**config.mk**
```make
export PLATFORM = sky130hd
export DESIGN_NAME = keylock_sequencer_flat
export DESIGN_NICKNAME = d
export VERILOG_FILES = /design/src/rtl/keylock_pkg.sv /design/src/rtl/keylock_sequencer_if.sv /design/src/rtl/keylock_sequencer_code_buffer.sv /design/src/rtl/keylock_sequencer.sv /design/src/flat_wrapper.sv
export SDC_FILE = /design/constraint.sdc
export NUM_CORES = 1
export LEC_CHECK = 0
export BUFFER_PORTS_ARGS = -buffer_cell sky130_fd_sc_hd__buf_2
export CELL_PAD_IN_SITES_DETAIL_PLACEMENT = 1
export CELL_PAD_IN_SITES_GLOBAL_PLACEMENT = 1
export CORE_UTILIZATION = 50
export DETAILED_ROUTE_END_ITERATION = 10
export PLACE_DENSITY = 0.9
export SLEW_MARGIN = 0
export SYNTH_ARGS = -nofsm -noshare
export SYNTH_HDL_FRONTEND = slang
export SYNTH_SLANG_ARGS = --single-unit
```
**constraint.sdc**
```tcl
create_clock -name hwclk -period 5.9 [get_ports hwclk]
set_input_delay 1.18 -clock hwclk [delete_from_list [all_inputs] [get_ports hwclk]]
set_output_delay 1.18 -clock hwclk [all_outputs]
set_load 0.03 [all_outputs]
```
**src/rtl/keylock_pkg.sv**
```systemverilog
// Shared types and constants for the keypad lock sequencer.
package keylock_pkg;

  localparam int unsigned CODE_DIGITS = 6;
  localparam int unsigned CODE_W      = 4 * CODE_DIGITS;
  localparam int unsigned COUNT_W     = 4;

  localparam logic [3:0] KEY_CLEAR   = 4'd10;
  localparam logic       PAT_SUCCESS = 1'b0;
  localparam logic       PAT_ERROR   = 1'b1;

  typedef logic [CODE_W-1:0] code_t;

  typedef enum logic [2:0] {
    ST_LOCKED,
    ST_UNLOCKED,
    ST_ENROLL_NEW,
    ST_ENROLL_CONFIRM,
    ST_LOCKOUT
  } state_e;

  // Keys 0-9 are digits; 10 is clear; 11-15 carry no meaning.
  function automatic logic is_digit(input logic [3:0] k);
    return k <= 4'd9;
  endfunction

endpackage

```
**src/rtl/keylock_sequencer_if.sv**
```systemverilog
// Keypad event, pattern-generator handshake and status bundle.
interface keylock_sequencer_if;
  import keylock_pkg::*;

  logic               key_valid;
  logic [3:0]         key;
  logic               pat_done;
  logic               pat_start;
  logic               pat_sel;
  logic               unlocked;
  logic               enrolling;
  logic               confirming;
  logic               lockout;
  logic [COUNT_W-1:0] digit_count;
  logic [1:0]         fail_count;

  // Keypad front end / pattern generator side.
  modport master (
    output key_valid, key, pat_done,
    input  pat_start, pat_sel, unlocked, enrolling, confirming, lockout,
           digit_count, fail_count
  );

  // Sequencer side.
  modport slave (
    input  key_valid, key, pat_done,
    output pat_start, pat_sel, unlocked, enrolling, confirming, lockout,
           digit_count, fail_count
  );
endinterface

```
**src/rtl/keylock_sequencer_code_buffer.sv**
```systemverilog
// Digit shift register with count, clear and code-completion detect.
module keylock_sequencer_code_buffer
  import keylock_pkg::*;
(
  input  logic               hwclk,
  input  logic               reset,
  input  logic               digit_en,
  input  logic               clear_en,
  input  logic [3:0]         key,
  output code_t              code_c,
  output logic               complete_c,
  output logic [COUNT_W-1:0] digit_count
);

  logic [CODE_W-5:0]  digits_q, digits_d;
  logic [COUNT_W-1:0] count_q, count_d;

  // The code under evaluation is the buffered digits with the new key appended.
  assign code_c      = {digits_q, key};
  assign complete_c  = digit_en && (count_q == COUNT_W'(CODE_DIGITS - 1));
  assign digit_count = count_q;

  // Shift in digits; empty on clear or when a code completes.
  always_comb begin
    digits_d = digits_q;
    count_d  = count_q;
    if (clear_en || complete_c) begin
      digits_d = '0;
      count_d  = '0;
    end else if (digit_en) begin
      digits_d = code_c[CODE_W-5:0];
      count_d  = count_q + COUNT_W'(1);
    end
  end

  // Buffer registers.
  always_ff @(posedge hwclk or posedge reset) begin
    if (reset) begin
      digits_q <= '0;
      count_q  <= '0;
    end else begin
      digits_q <= digits_d;
      count_q  <= count_d;
    end
  end

endmodule

```
**src/rtl/keylock_sequencer.sv**
```systemverilog
// Keypad lock sequencer: code entry, compare, enrollment, lockout and timeout.
module keylock_sequencer
  import keylock_pkg::*;
#(
  parameter code_t       MASTER_CODE    = 24'h555116,
  parameter code_t       USER_INIT      = 24'h666666,
  parameter int unsigned MAX_FAILS      = 3,
  parameter int unsigned LOCKOUT_CYCLES = 120000000,
  parameter int unsigned TIMEOUT_CYCLES = 60000000
) (
  input  logic                hwclk,
  input  logic                reset,
  keylock_sequencer_if.slave  bus
);

  localparam int unsigned LOCK_W = $clog2(LOCKOUT_CYCLES + 1);
  localparam int unsigned TMO_W  = $clog2(TIMEOUT_CYCLES + 1);

  state_e             state_q, state_d;
  logic               busy_q, busy_d;
  logic [1:0]         fail_q, fail_d;
  code_t              user_q, user_d;
  code_t              cand_q, cand_d;
  logic [TMO_W-1:0]   tmo_q, tmo_d;
  logic [LOCK_W-1:0]  lock_q, lock_d;
  logic               pat_start_q, pat_start_d;
  logic               pat_sel_q, pat_sel_d;
  logic               unlocked_q, unlocked_d;
  logic               enrolling_q, enrolling_d;
  logic               confirming_q, confirming_d;
  logic               lockout_q, lockout_d;

  logic               key_ok_c;
  logic               digit_en_c;
  logic               clear_key_c;
  logic               accepted_c;
  logic               timeout_c;
  logic               lock_expire_c;
  logic               complete_c;
  code_t              code_c;
  logic [COUNT_W-1:0] count_w;
  logic [1:0]         fail_inc_c;

  // Keys are dropped while a pattern is running, on its done pulse, and in lockout.
  assign key_ok_c      = bus.key_valid && !busy_q && !bus.pat_done && (state_q != ST_LOCKOUT);
  assign digit_en_c    = key_ok_c && is_digit(bus.key);
  assign clear_key_c   = key_ok_c && (bus.key == KEY_CLEAR);
  assign accepted_c    = digit_en_c || clear_key_c;
  assign timeout_c     = (count_w != '0) && !accepted_c && (tmo_q == TMO_W'(TIMEOUT_CYCLES - 1));
  assign lock_expire_c = (state_q == ST_LOCKOUT) && (lock_q == LOCK_W'(LOCKOUT_CYCLES - 1));
  assign fail_inc_c    = (fail_q == 2'd3) ? 2'd3 : fail_q + 2'd1;

  keylock_sequencer_code_buffer u_code_buffer (
    .hwclk       (hwclk),
    .reset       (reset),
    .digit_en    (digit_en_c),
    .clear_en    (clear_key_c || timeout_c),
    .key         (bus.key),
    .code_c      (code_c),
    .complete_c  (complete_c),
    .digit_count (count_w)
  );

  // Idle-gap and lockout timers.
  always_comb begin
    tmo_d  = tmo_q;
    lock_d = '0;
    if (accepted_c || (count_w == '0)) begin
      tmo_d = '0;
    end else if (tmo_q != TMO_W'(TIMEOUT_CYCLES)) begin
      tmo_d = tmo_q + TMO_W'(1);
    end
    if (state_q == ST_LOCKOUT) begin
      lock_d = lock_q + LOCK_W'(1);
    end
  end

  // Next state, code compare, pattern requests and status decode.
  always_comb begin
    state_d     = state_q;
    busy_d      = busy_q;
    fail_d      = fail_q;
    user_d      = user_q;
    cand_d      = cand_q;
    pat_start_d = 1'b0;
    pat_sel_d   = pat_sel_q;

    if (bus.pat_done) begin
      busy_d = 1'b0;
    end

    case (state_q)
      ST_LOCKED: begin
        if (complete_c) begin
          pat_start_d = 1'b1;
          if (code_c == user_q) begin
            state_d   = ST_UNLOCKED;
            fail_d    = '0;
            pat_sel_d = PAT_SUCCESS;
          end else if (code_c == MASTER_CODE) begin
            state_d   = ST_ENROLL_NEW;
            pat_sel_d = PAT_SUCCESS;
          end else begin
            fail_d    = fail_inc_c;
            pat_sel_d = PAT_ERROR;
            if (32'(fail_inc_c) == MAX_FAILS) begin
              state_d = ST_LOCKOUT;
            end
          end
        end
      end

      ST_UNLOCKED: begin
        if (complete_c) begin
          pat_start_d = 1'b1;
          if (code_c == user_q) begin
            state_d   = ST_LOCKED;
            pat_sel_d = PAT_SUCCESS;
          end else begin
            pat_sel_d = PAT_ERROR;
          end
        end
      end

      ST_ENROLL_NEW: begin
        if (complete_c) begin
          if (code_c == MASTER_CODE) begin
            state_d     = ST_LOCKED;
            pat_start_d = 1'b1;
            pat_sel_d   = PAT_ERROR;
          end else begin
            cand_d  = code_c;
            state_d = ST_ENROLL_CONFIRM;
          end
        end else if (timeout_c) begin
          state_d     = ST_LOCKED;
          pat_start_d = 1'b1;
          pat_sel_d   = PAT_ERROR;
        end
      end

      ST_ENROLL_CONFIRM: begin
        if (complete_c) begin
          state_d     = ST_LOCKED;
          pat_start_d = 1'b1;
          if (code_c == cand_q) begin
            user_d    = cand_q;
            pat_sel_d = PAT_SUCCESS;
          end else begin
            pat_sel_d = PAT_ERROR;
          end
        end else if (timeout_c) begin
          state_d     = ST_LOCKED;
          pat_start_d = 1'b1;
          pat_sel_d   = PAT_ERROR;
        end
      end

      ST_LOCKOUT: begin
        if (lock_expire_c) begin
          state_d = ST_LOCKED;
          fail_d  = '0;
        end
      end

      default: begin
        state_d = ST_LOCKED;
      end
    endcase

    if (pat_start_d) begin
      busy_d = 1'b1;
    end

    unlocked_d   = (state_d == ST_UNLOCKED);
    enrolling_d  = (state_d == ST_ENROLL_NEW) || (state_d == ST_ENROLL_CONFIRM);
    confirming_d = (state_d == ST_ENROLL_CONFIRM);
    lockout_d    = (state_d == ST_LOCKOUT);
  end

  // State, code storage, timers and registered outputs.
  always_ff @(posedge hwclk or posedge reset) begin
    if (reset) begin
      state_q      <= ST_LOCKED;
      busy_q       <= 1'b0;
      fail_q       <= '0;
      user_q       <= USER_INIT;
      cand_q       <= '0;
      tmo_q        <= '0;
      lock_q       <= '0;
      pat_start_q  <= 1'b0;
      pat_sel_q    <= 1'b0;
      unlocked_q   <= 1'b0;
      enrolling_q  <= 1'b0;
      confirming_q <= 1'b0;
      lockout_q    <= 1'b0;
    end else begin
      state_q      <= state_d;
      busy_q       <= busy_d;
      fail_q       <= fail_d;
      user_q       <= user_d;
      cand_q       <= cand_d;
      tmo_q        <= tmo_d;
      lock_q       <= lock_d;
      pat_start_q  <= pat_start_d;
      pat_sel_q    <= pat_sel_d;
      unlocked_q   <= unlocked_d;
      enrolling_q  <= enrolling_d;
      confirming_q <= confirming_d;
      lockout_q    <= lockout_d;
    end
  end

  assign bus.pat_start   = pat_start_q;
  assign bus.pat_sel     = pat_sel_q;
  assign bus.unlocked    = unlocked_q;
  assign bus.enrolling   = enrolling_q;
  assign bus.confirming  = confirming_q;
  assign bus.lockout     = lockout_q;
  assign bus.digit_count = count_w;
  assign bus.fail_count  = fail_q;

endmodule
```
**src/flat_wrapper.sv**
```systemverilog
// flat-port wrapper written by rule: the top's interface ports become plain ports
module keylock_sequencer_flat import keylock_pkg::*;
#(
  parameter code_t       MASTER_CODE    = 24'h555116,
  parameter code_t       USER_INIT      = 24'h666666,
  parameter int unsigned MAX_FAILS      = 3,
  parameter int unsigned LOCKOUT_CYCLES = 120000000,
  parameter int unsigned TIMEOUT_CYCLES = 60000000
)
  (hwclk, reset, bus_key_valid, bus_key, bus_pat_done, bus_pat_start, bus_pat_sel, bus_unlocked, bus_enrolling, bus_confirming, bus_lockout, bus_digit_count, bus_fail_count);
  keylock_sequencer_if bus_i ();
  input  logic hwclk;
  input  logic reset;
  input wire logic [$bits(bus_i.key_valid)-1:0] bus_key_valid;
  input wire logic [$bits(bus_i.key)-1:0] bus_key;
  input wire logic [$bits(bus_i.pat_done)-1:0] bus_pat_done;
  output wire logic [$bits(bus_i.pat_start)-1:0] bus_pat_start;
  output wire logic [$bits(bus_i.pat_sel)-1:0] bus_pat_sel;
  output wire logic [$bits(bus_i.unlocked)-1:0] bus_unlocked;
  output wire logic [$bits(bus_i.enrolling)-1:0] bus_enrolling;
  output wire logic [$bits(bus_i.confirming)-1:0] bus_confirming;
  output wire logic [$bits(bus_i.lockout)-1:0] bus_lockout;
  output wire logic [$bits(bus_i.digit_count)-1:0] bus_digit_count;
  output wire logic [$bits(bus_i.fail_count)-1:0] bus_fail_count;
  assign bus_i.key_valid = bus_key_valid;
  assign bus_i.key = bus_key;
  assign bus_i.pat_done = bus_pat_done;
  assign bus_pat_start = bus_i.pat_start;
  assign bus_pat_sel = bus_i.pat_sel;
  assign bus_unlocked = bus_i.unlocked;
  assign bus_enrolling = bus_i.enrolling;
  assign bus_confirming = bus_i.confirming;
  assign bus_lockout = bus_i.lockout;
  assign bus_digit_count = bus_i.digit_count;
  assign bus_fail_count = bus_i.fail_count;
  keylock_sequencer #(.MASTER_CODE(MASTER_CODE), .USER_INIT(USER_INIT), .MAX_FAILS(MAX_FAILS), .LOCKOUT_CYCLES(LOCKOUT_CYCLES), .TIMEOUT_CYCLES(TIMEOUT_CYCLES)) u_core (.hwclk(hwclk), .reset(reset), .bus(bus_i));
endmodule
```
==> results_dict.tcl, run 1 <==
set metrics [dict create \
    largest_net_degree_at_the_start_of_global_routing 79 \
    vias 4868 \
    design_power_total_mw 2.727 \
    global_route.usage.total 0.2772 \
    place.gp.congestion 0.8256 \
    dominant_synthesized_flop_cell "dfrtp_1" \
    maxSlewHeadroom 0.2810 \
    critical_path_class "reg -> reg" \
    synth_top_area_frac 0.4658 \
    path_depth 8 \
    cts_max_path_buffers 2 \
    ys_async_sr_fraction 1.000 \
    worstPathMaxFanout 29 \
    hold_violations 0 \
    dieHeight_um 117.9 \
    maxCapViolations 0 \
    final_cell_mix "125 x dfrtp_1, 94 x nor2_1, 64 x xnor2_1" \
    cts_resized 0 \
    cts.clk_slew.worst_paths_ns 0.07 \
    syn-num-nets 632 \
    tritoncts "yes" \
    power_density_nw_per_um2 362.5 \
    floorplan.rows 41 \
    post-route-util 0.5842 \
    cts_setup_buffers 0 \
    drt-initial-drc-count 328 \
    timing.final.crit_share 0.7343 \
    drtAntennaViolNets 0 \
    hold_start "u_core.busy_q$_DFFE_PP0P_" \
    design.die.area_um2 13900 \
    cpLargestDelayFamily "simple AND/OR/NAND/NOR gates" \
    grt_first_pass_wirelength_um 29350 \
    netlist-cell-type-count 48 \
    global_route.overflow_total 0 \
    signed_area_change_from_the_synthesized_netlist_to_the_final_layout_pct 12.02 \
    drt_pass1_iterations 4 \
    post_cts_hold_buffer_count 0 \
    critPathLaunchType "flop" \
    largest_incremental_delay_on_the_critical_path_ns 0.89 \
    core_region_area_um2 12880 \
    timing.final.setup_violations 0 \
    fin_nets 647 \
    detailed_route_wire_length_um 17720 \
    start_util 0.5215 \
    synth.cell_area_um2 6715 \
    max_freq_mhz 230.8 \
    startpoint_of_the_lowest_slack_register_to_register_path "u_core.state_q[0]$_DFF_PP0_" \
    worstPathCellList "or3b_1, nand4_1, buf_4, or3_1, nor2_1, nand4bb_1, buf_4, mux2_1" \
    io_pins 20 \
    cp_data_arrival_time_ns 4.64 \
    worst-slew-pin-transition_ns 1.078 \
    holdPathStages 1 \
    fillerInstances 1347 \
    timing.critical_path.required_ns 6.21 \
    netlist_instances 618 \
    final.setup_skew_ns 0.01310 \
    drc_violations 0 \
    cts.sink_count 137 \
    crit_start "u_core.state_q[0]$_DFF_PP0_" \
    n_antenna_cell 0 \
    numPortBuffers 19 \
    die_width_um 117.9 \
    status "finished, final reports clean" \
    yosys.area.top_type "dfrtp_1" \
    worst-path-buf-inv 2 \
    net_sw_frac 0.3089 \
    end_kind "flop" \
    p_int_mw 1.884 \
    clk_latency_ns 0.44 \
    net-switching-power_mw 0.8423 \
    share_clk_of_total_power 0.397 \
    worstRegToRegCells 8 \
    clockRootBuffer "clkbuf_16" \
    timing.final.max_slew_violations 0 \
    post-dp-hpwl_um 11180 \
    routed_wire_length_per_instance_um 21.66 \
    yosysWarningCount 0 \
    yosysSeqAreaShare 0.5128 \
    cts_buffers 17 \
    leakagePower_nw 3.420 \
    synth_top_cells_by_area "dfrtp_1 47%, xnor2_1 8.3%, mux2_1 6.9%" \
    critical_path.most_common_cell "buf_4" \
    ir_worst_vdd_mv 0.2244 \
    worst_hold_path_type "reg -> reg" \
    mostFrequentLayoutCell "dfrtp_1" \
    synth_enable_flop_cells 0 \
    comb_power_share 0.165 \
    seq_power_share 0.437 \
    worst_path_max_delay_cell "or3b_1" \
    cts_max_level 4 \
    whs_ns 0.5102 \
    setup-tns-final_ns 0 \
    ys_seq_elements 137 \
    final_layout_size_suffix_gt1_frac 0.1192 \
    min_period_ns 4.333 \
    grt_antenna_before_repair 0 \
    setup_repair_after_global_routing_missed_its_margin "no" \
    vias_per_cell 5.951 \
    postSynthAreaPerCell_um2 10.87 \
    grt_pass1_vias 5432 \
]
## cell families (layout without fill, tap and decap cells)
family,count (synthesis),after routing,share of synthesized area
AO/OA/AOI/OAI,28,28,0.02646
XOR/XNOR,97,97,0.1265
adder cells (fa/ha/maj),6,6,0.01118
buffers and inverters,39,67,0.02571
flip-flops,137,137,0.5128
multiplexers,70,70,0.1135
AND/OR/NAND/NOR,241,241,0.1839
## final timing paths
| check | endpoint | slack, ns |
|---|---|---|
| max | u_core.cand_q[0]$_DFFE_PP0P_ | 1.57 |
| min | u_core.busy_q$_DFFE_PP0P_ | 0.51 |
| max reg2reg | u_core.cand_q[0]$_DFFE_PP0P_ | 1.57 |
| min reg2reg | u_core.busy_q$_DFFE_PP0P_ | 0.51 |
| max in group asynchronous | u_core.bus.lockout$_DFF_PP0_ | 3.83 |
| min in group asynchronous | u_core.user_q[12]$_DFFE_PP0P_ | 0.84 |
## synthesized netlist by cell type (4+ instances only)
| master | n |
|---|---|
| nand3_1 | 25 |
| buf_2 | 9 |
| inv_1 | 12 |
| nor2b_1 | 4 |
| nor2_1 | 94 |
| dfrtp_1 | 125 |
| a21oi_1 | 11 |
| mux2i_1 | 21 |
| and3_1 | 8 |
| xor2_1 | 33 |
| nor4bb_1 | 4 |
| mux2_1 | 41 |
| nor4_1 | 5 |
| or3_1 | 5 |
| ha_1 | 6 |
| nand2_1 | 30 |
| o21ai_0 | 5 |
| dfstp_2 | 12 |
| xnor2_1 | 64 |
| nor3_1 | 15 |
| nand4_1 | 23 |
| nor4b_1 | 6 |
| clkbuf_1 | 13 |
| mux2_2 | 8 |
## cell type report
| class | instances | area, µm² | area share |
|---|---|---|---|
| sequential | 137 | 3443 | 0.4578 |
| multi-input combinational | 442 | 3099 | 0.4120 |
| inverter | 12 | 50.05 | 0.006653 |
| timing repair buffer | 23 | 125.1 | 0.01663 |
| tap | 172 | 215.2 | 0.02861 |
| clock buffer | 22 | 464.2 | 0.06171 |
| clock inverter | 10 | 125.1 | 0.01663 |
## flip-flops by register name, summed over array words and instances, names as in the netlist, 2 cells and up
signal                            flops
u_core.bus.fail_count                 2
u_core.user_q                        24
u_core.u_code_buffer.digits_q        20
u_core.u_code_buffer.digit_count      4
u_core.cand_q                        24
u_core.tmo_q                         26
u_core.state_q                        3
u_core.lock_q                        27
## through the flow
stage	instances	cell area, µm²	setup slack [ns]
floorplan	618	6715	1.072
global placement	786	6933	1.892
detailed placement	786	6933	1.737
CTS	818	7522	1.631
global route	818	7522	1.331
finish	818	7522	1.567
## routing by layer
metal | vias up | part of all wire | global-route usage
met2 | 121 | 0.51 | 0.4654
met5 | - | 0 | 0
met3 | 52 | 0.042 | 0.07025
met4 | 0 | 0.034 | 0.1266
li1 | 2160 | - | -
met1 | 2535 | 0.41 | 0.3341
## power groups by stage
stage	Clock, mW	Sequential (mW)	Combinational [mW]
global route	1.13	1.20	0.490
detailed placement	0	1.20	0.428
floorplan	0	1.16	0.315
CTS	1.10	1.19	0.452
finish	1.08	1.19	0.451
global placement	0	1.19	0.408
## worst reg2reg max path: stages (launching register included)
cell       delay, ns
dfrtp_1         0.59
or3b_1          0.89
nand4_1         0.20
buf_4           0.33
or3_1           0.50
nor2_1          0.17
nand4bb_1       0.68
buf_4           0.50
mux2_1          0.33
Power figures use the tool's default switching activity.
==> run 2: changes to the inputs <==
--- a/config.mk
+++ b/config.mk
@@ -5,12 +5,13 @@
 export SDC_FILE = /design/constraint.sdc
 export NUM_CORES = 1
 export LEC_CHECK = 0
+export ABC_AREA = 1
 export BUFFER_PORTS_ARGS = -buffer_cell sky130_fd_sc_hd__buf_2
 export CELL_PAD_IN_SITES_DETAIL_PLACEMENT = 1
 export CELL_PAD_IN_SITES_GLOBAL_PLACEMENT = 1
-export CORE_UTILIZATION = 50
+export CORE_UTILIZATION = 42
 export DETAILED_ROUTE_END_ITERATION = 10
-export PLACE_DENSITY = 0.9
+export PLACE_DENSITY = 0.87
 export SLEW_MARGIN = 0
 export SYNTH_ARGS = -nofsm -noshare
 export SYNTH_HDL_FRONTEND = slang
==> constraint.sdc (replaced) <==
create_clock -name hwclk -period 3.95 [get_ports hwclk]
set_input_delay 0.79 -clock hwclk [delete_from_list [all_inputs] [get_ports hwclk]]
set_output_delay 0.79 -clock hwclk [all_outputs]
set_load 0.03 [all_outputs]
==> results_dict.tcl, run 2 <==
set metrics [dict create \
    setup-tns-final_ns 0 \
    mostFrequentLayoutCell "nand2_1" \
    net-switching-power_mw 1.389 \
    vias_per_cell 5.450 \
    post-dp-hpwl_um 15100 \
    n_antenna_cell 0 \
    yosysSeqAreaShare 0.4523 \
    worst-slew-pin-transition_ns 0.9946 \
    synth_most_common_cell "nand2_1" \
    tritoncts "yes" \
    regArea_um2 3443 \
    dominant_synthesized_flop_cell "dfrtp_1" \
    netlist_top_cells_count "271 x nand2_1, 133 x inv_1, 125 x dfrtp_1, 119 x nor2_1, 64 x nand3_1" \
    global_route.overflow_total 0 \
    maxCapViolations 0 \
    ir_worst_vdd_mv 0.3418 \
    core_region_area_um2 17480 \
    signed_area_change_from_the_synthesized_netlist_to_the_final_layout_pct 12.16 \
    timing.final.setup_violations 0 \
    start_util 0.4356 \
    reg.largest.list "u_core.lock_q (27), u_core.tmo_q (26)" \
    setup_repair_after_global_routing_missed_its_margin "no" \
    drt-initial-drc-count 372 \
    maxSlewHeadroom 0.3355 \
    dieHeight_um 136.6 \
    regMostFlops "u_core.lock_q" \
    share_clk_of_total_power 0.412 \
    final_cell_mix "271 x nand2_1, 132 x inv_1, 125 x dfrtp_1" \
    critical_path_class "reg -> reg" \
    postSynthAreaPerCell_um2 7.538 \
    worst_hold_path_type "reg -> reg" \
    design.die.area_um2 18670 \
    critPathLaunchType "flop" \
    die_width_um 136.6 \
    dp.cells 1235 \
    leakagePower_nw 3.834 \
    syn-num-nets 1024 \
    cts_buffers 17 \
    synth_top_area_frac 0.4108 \
    max_ffs_per_register 27 \
    detailed_route_wire_length_um 21970 \
    clk_latency_ns 0.44 \
    cts_setup_buffers 0 \
    cts_resized 0 \
    design_power_total_mw 4.304 \
    numPortBuffers 19 \
    final.setup_skew_ns 0.01062 \
    fin_area_um2 8539 \
    ys_async_sr_fraction 1.000 \
    grt_pass1_vias 7296 \
    drtAntennaViolNets 0 \
    cp_data_arrival_time_ns 2.98 \
    detailedPlace.worstSlack_ns 1.031 \
    synth_enable_flop_cells 0 \
    min_period_ns 2.667 \
    vias 6905 \
    cts_max_level 4 \
    floorplan.rows 48 \
    cts.clk_slew.worst_paths_ns 0.06 \
    final_layout_size_suffix_gt1_frac 0.1027 \
    grt_first_pass_wirelength_um 37060 \
    synth_top_cells_by_area "dfrtp_1 41%, nand2_1 13%, inv_1 6.6%" \
    drc_violations 0 \
    layout.cells.non_filler 1267 \
    post_cts_hold_buffer_count 0 \
    fin_nets 1043 \
    place.gp.congestion 0.8512 \
    yosysWarningCount 0 \
    whs_ns 0.4859 \
    comb_power_share 0.201 \
    netlist-cell-type-count 38 \
    drt_pass1_iterations 5 \
    routed_wire_length_per_instance_um 17.34 \
    seq_power_share 0.386 \
    power_density_nw_per_um2 504.0 \
    status "finished, final reports clean" \
    grt_antenna_before_repair 0 \
    final_setup_margin_ns 1.283 \
    synth.cell_area_um2 7614 \
    end_kind "flop" \
    clockRootBuffer "clkbuf_16" \
    max_freq_mhz 375.0 \
    post_dp_cell_area_um2 7894 \
    cts_max_path_buffers 2 \
    ys_seq_elements 137 \
    timing.final.max_slew_violations 0 \
    area_occupied_by_multi_input_gates_um2 3495 \
    largest_net_degree_at_the_start_of_global_routing 71 \
    hold_violations 0 \
    fillerInstances 2181 \
    netlist_instances 1010 \
    net_sw_frac 0.3228 \
    timing.critical_path.required_ns 4.26 \
    post-route-util 0.4886 \
    timing.final.crit_share 0.6751 \
    p_int_mw 2.915 \
    global_route.usage.total 0.2585 \
    worstPathMaxFanout 30 \
    cts.sink_count 137 \
    yosys.area.top_type "dfrtp_1" \
    io_pins 20 \
]
[run 2: cell types whose count changed after synthesis, moves of 20 or more]
cell / change
o21ai_2: +24
a21oi_1: +20
o21ai_0: +47
inv_1: +121
nand2_1: +241
mux2i_1: -21
o21ai_1: +23
nand3_1: +39
nor2_1: +25
mux2_1: -41
xnor2_1: -54
[run 2: layout make-up]
| type | count | share of cell area |
|---|---|---|
| timing repair buffer | 24 | 0.01700 |
| clock buffer | 21 | 0.05275 |
| inverter | 138 | 0.06198 |
| multi-input combinational | 711 | 0.4092 |
| clock inverter | 11 | 0.02286 |
| tap | 225 | 0.03297 |
| sequential | 137 | 0.4032 |
[run 2: power groups by stage]
stage                     clock network (mW)  registers [mW]  logic [mW]
final                                   1.77            1.66       0.867
after global routing                    1.85            1.68       0.968
after detailed placement                   0            1.68       0.849
after floorplan                            0            1.67       0.594
after CTS                               1.79            1.66       0.871
after global placement                     0            1.68       0.821
[run 2: per-layer routing]
metal | global-route usage | share of wire | routed length [µm]
met5 | 0 | 0 | 0
met4 | 0.09444 | 0.021 | 459
met3 | 0.05222 | 0.039 | 860
met2 | 0.4179 | 0.48 | 10500
met1 | 0.3419 | 0.46 | 10150
[run 2: worst paths after layout]
path | start | to | slack, ns | cells after the start
min in group asynchronous | reset | u_core.cand_q[3]$_DFFE_PP0P_ | 0.55 | 2
worst max register to register | u_core.u_code_buffer.digits_q[14]$_DFFE_PP0P_ | u_core.user_q[0]$_DFFE_PP0P_ | 1.28 | 9
worst min register to register | u_core.cand_q[4]$_DFFE_PP0P_ | u_core.cand_q[4]$_DFFE_PP0P_ | 0.49 | 2
max in group asynchronous | reset | u_core.user_q[9]$_DFFE_PP1P_ | 2.49 | 3
worst min-delay path | u_core.cand_q[4]$_DFFE_PP0P_ | u_core.cand_q[4]$_DFFE_PP0P_ | 0.49 | 2
worst max-delay path | u_core.u_code_buffer.digits_q[14]$_DFFE_PP0P_ | u_core.user_q[0]$_DFFE_PP0P_ | 1.28 | 9
[run 2: logic make-up after synthesis]
family,Yosys count,synth area share
xor+xnor,33,0.03796
buf+inv,162,0.08940
compound gates,142,0.1078
fa+ha+maj,6,0.009860
simple gates,530,0.3027
flops,137,0.4523
[run 2: critical path, cell delays in order, from the launching register on]
cell	delay (ns)
dfrtp_1	0.44
inv_1	0.20
o21ai_0	0.18
nor2_1	0.17
nand2_1	0.10
nor3_1	0.39
nand3_2	0.47
buf_4	0.41
nand2_1	0.10
o21ai_1	0.07
==> run 3: changes to the inputs <==
--- a/config.mk
+++ b/config.mk
@@ -9,9 +9,9 @@
 export BUFFER_PORTS_ARGS = -buffer_cell sky130_fd_sc_hd__buf_2
 export CELL_PAD_IN_SITES_DETAIL_PLACEMENT = 1
 export CELL_PAD_IN_SITES_GLOBAL_PLACEMENT = 1
-export CORE_UTILIZATION = 42
+export CORE_UTILIZATION = 47
 export DETAILED_ROUTE_END_ITERATION = 10
-export PLACE_DENSITY = 0.87
+export PLACE_DENSITY = 0.91
 export SLEW_MARGIN = 0
 export SYNTH_ARGS = -nofsm -noshare
 export SYNTH_HDL_FRONTEND = slang
==> constraint.sdc (replaced) <==
create_clock -name hwclk -period 2.5 [get_ports hwclk]
set_input_delay 0.5 -clock hwclk [delete_from_list [all_inputs] [get_ports hwclk]]
set_output_delay 0.5 -clock hwclk [all_outputs]
set_load 0.03 [all_outputs]
==> results_dict.tcl, run 3 (same netlist as run 2, synthesis figures left out) <==
set metrics [dict create \
    detailedPlace.worstSlack_ns 0.2041 \
    detailed_route_wire_length_um 23170 \
    drtAntennaViolNets 0 \
    drt_pass1_iterations 5 \
    cp_data_arrival_time_ns 2.59 \
    n_antenna_cell 0 \
    drc_violations 0 \
    worstPathCellList "inv_1, nand2_1, nand2_1, nor2_1, nand2_1, nor2_1, nand3_1, a21oi_1, nand3_1, nand2_1, inv_1" \
    drt-initial-drc-count 469 \
    cpLargestDelayFamily "simple AND/OR/NAND/NOR gates" \
    whs_ns 0.04132 \
    ir_worst_vdd_mv 0.5067 \
    max_ffs_per_register 27 \
    cts.sink_count 137 \
    regMostFlops "u_core.lock_q" \
    die_width_um 129.3 \
    reg.largest.list "u_core.lock_q (27), u_core.tmo_q (26)" \
    start_util 0.4810 \
    timing.final.setup_violations 0 \
    worst_path_max_delay_cell "dfrtp_1" \
    final.setup_skew_ns 0.01002 \
    floorplan.rows 46 \
    dieHeight_um 129.3 \
    design.die.area_um2 16710 \
    global_route.overflow_total 0 \
    clk_latency_ns 0.43 \
    max_freq_mhz 441.2 \
    fin_nets 1050 \
    routed_wire_length_per_instance_um 18.32 \
    final_setup_margin_ns 0.2337 \
    hold_violations 0 \
    cts_resized 0 \
    worst_hold_path_type "in -> async" \
    worstPathMaxFanout 8 \
    post_cts_hold_buffer_count 0 \
    vias 7003 \
    grt_antenna_before_repair 0 \
    tritoncts "yes" \
    place.gp.congestion 0.8411 \
    timing.final.max_slew_violations 0 \
    largest_incremental_delay_on_the_critical_path_ns 0.45 \
    signed_area_change_from_the_synthesized_netlist_to_the_final_layout_pct 12.51 \
    status "finished, final reports clean" \
    largest_net_degree_at_the_start_of_global_routing 49 \
    cts.clk_slew.worst_paths_ns 0.06 \
    numPortBuffers 19 \
    core_region_area_um2 15830 \
    cts_max_level 4 \
    global_route.usage.total 0.2989 \
    cts_setup_buffers 0 \
    worst-slew-pin-transition_ns 0.5967 \
    critical_path_class "reg -> reg" \
    leakagePower_nw 3.848 \
    end_kind "flop" \
    post-dp-hpwl_um 16070 \
    post-route-util 0.5412 \
    vias_per_cell 5.536 \
    min_period_ns 2.266 \
    cts_buffers 17 \
    critical_path.most_common_cell "nand2_1" \
    critPathLaunchType "flop" \
    timing.critical_path.required_ns 2.83 \
    clockRootBuffer "clkbuf_16" \
    power_density_nw_per_um2 774.3 \
    cts_max_path_buffers 2 \
    setup-tns-final_ns 0 \
    maxSlewHeadroom 0.5991 \
    grt_pass1_vias 7332 \
    setup_repair_after_global_routing_missed_its_margin "no" \
    final_cell_mix "271 x nand2_1, 132 x inv_1, 125 x dfrtp_1" \
    io_pins 20 \
    final_layout_size_suffix_gt1_frac 0.1115 \
    grt_first_pass_wirelength_um 37820 \
    mostFrequentLayoutCell "nand2_1" \
    maxCapViolations 0 \
    timing.final.crit_share 0.9065 \
    worst-path-buf-inv 2 \
]
-- run 3: cell count changes in the layout (fill, tap and decap cells not counted) --
| cell | delta |
|---|---|
| nor2_2 | +1 |
| bufinv_16 | -2 |
| nor2_1 | -1 |
| clkinvlp_4 | +4 |
| buf_12 | +2 |
| inv_6 | +1 |
| buf_4 | +5 |
| clkbuf_1 | -2 |
| clkbuf_8 | -1 |
-- run 3: through the flow --
| step | area (µm²) | std cells | total power, mW |
|---|---|---|---|
| 4_1_cts | 8563 | 1265 | 6.658 |
| 5_1_grt | 8566 | 1265 | 6.922 |
| 3_5_place_dp | 7960 | 1233 | 4.028 |
| 6_report | 8566 | 1265 | 6.633 |
| 3_3_place_gp | 7960 | 1233 | 3.969 |
| 2_1_floorplan | 7617 | 1010 | 3.582 |
-- run 3: path summary, 6_finish.rpt --
| kind | startpoint | endpoint | slack (ns) | cells after the start |
|---|---|---|---|---|
| min in group hwclk | bus_pat_done | u_core.busy_q$_DFFE_PP0P_ | 0.27 | 2 |
| min | reset | u_core.state_q[0]$_DFF_PP0_ | 0.04 | 2 |
| min reg2reg | u_core.user_q[5]$_DFFE_PP1P_ | u_core.user_q[5]$_DFFE_PP1P_ | 0.49 | 2 |
| max in group asynchronous | reset | u_core.user_q[13]$_DFFE_PP1P_ | 1.83 | 3 |
| max | u_core.u_code_buffer.digits_q[6]$_DFFE_PP0P_ | u_core.bus.confirming$_DFF_PP0_ | 0.23 | 11 |
| max reg2reg | u_core.u_code_buffer.digits_q[6]$_DFFE_PP0P_ | u_core.bus.confirming$_DFF_PP0_ | 0.23 | 11 |
-- run 3: layout make-up --
class / count / area (µm²)
Clock buffer: 18 / 429.2
Clock inverter: 14 / 173.9
Fill cell: 1973 / 7262
Inverter: 138 / 529.3
Multi-Input combinational cell: 711 / 3497
Sequential cell: 137 / 3443
Tap cell: 216 / 270.3
Timing Repair Buffer: 31 / 222.7
-- run 3: per-layer routing --
metal / track usage / vias up / wire, µm
li1: - / 3283 / -
met3: 0.06028 / 67 / 839
met4: 0.1578 / 0 / 846
met1: 0.3624 / 3495 / 9831
met5: 0 / - / 0
met2: 0.5028 / 158 / 11650
-- run 3: power breakdown --
part | internal, mW | leakage, nW | switching (mW)
Combinational | 0.442 | 1.74 | 0.963
Sequential | 2.38 | 1.83 | 0.246
Clock | 1.57 | 0.282 | 1.03
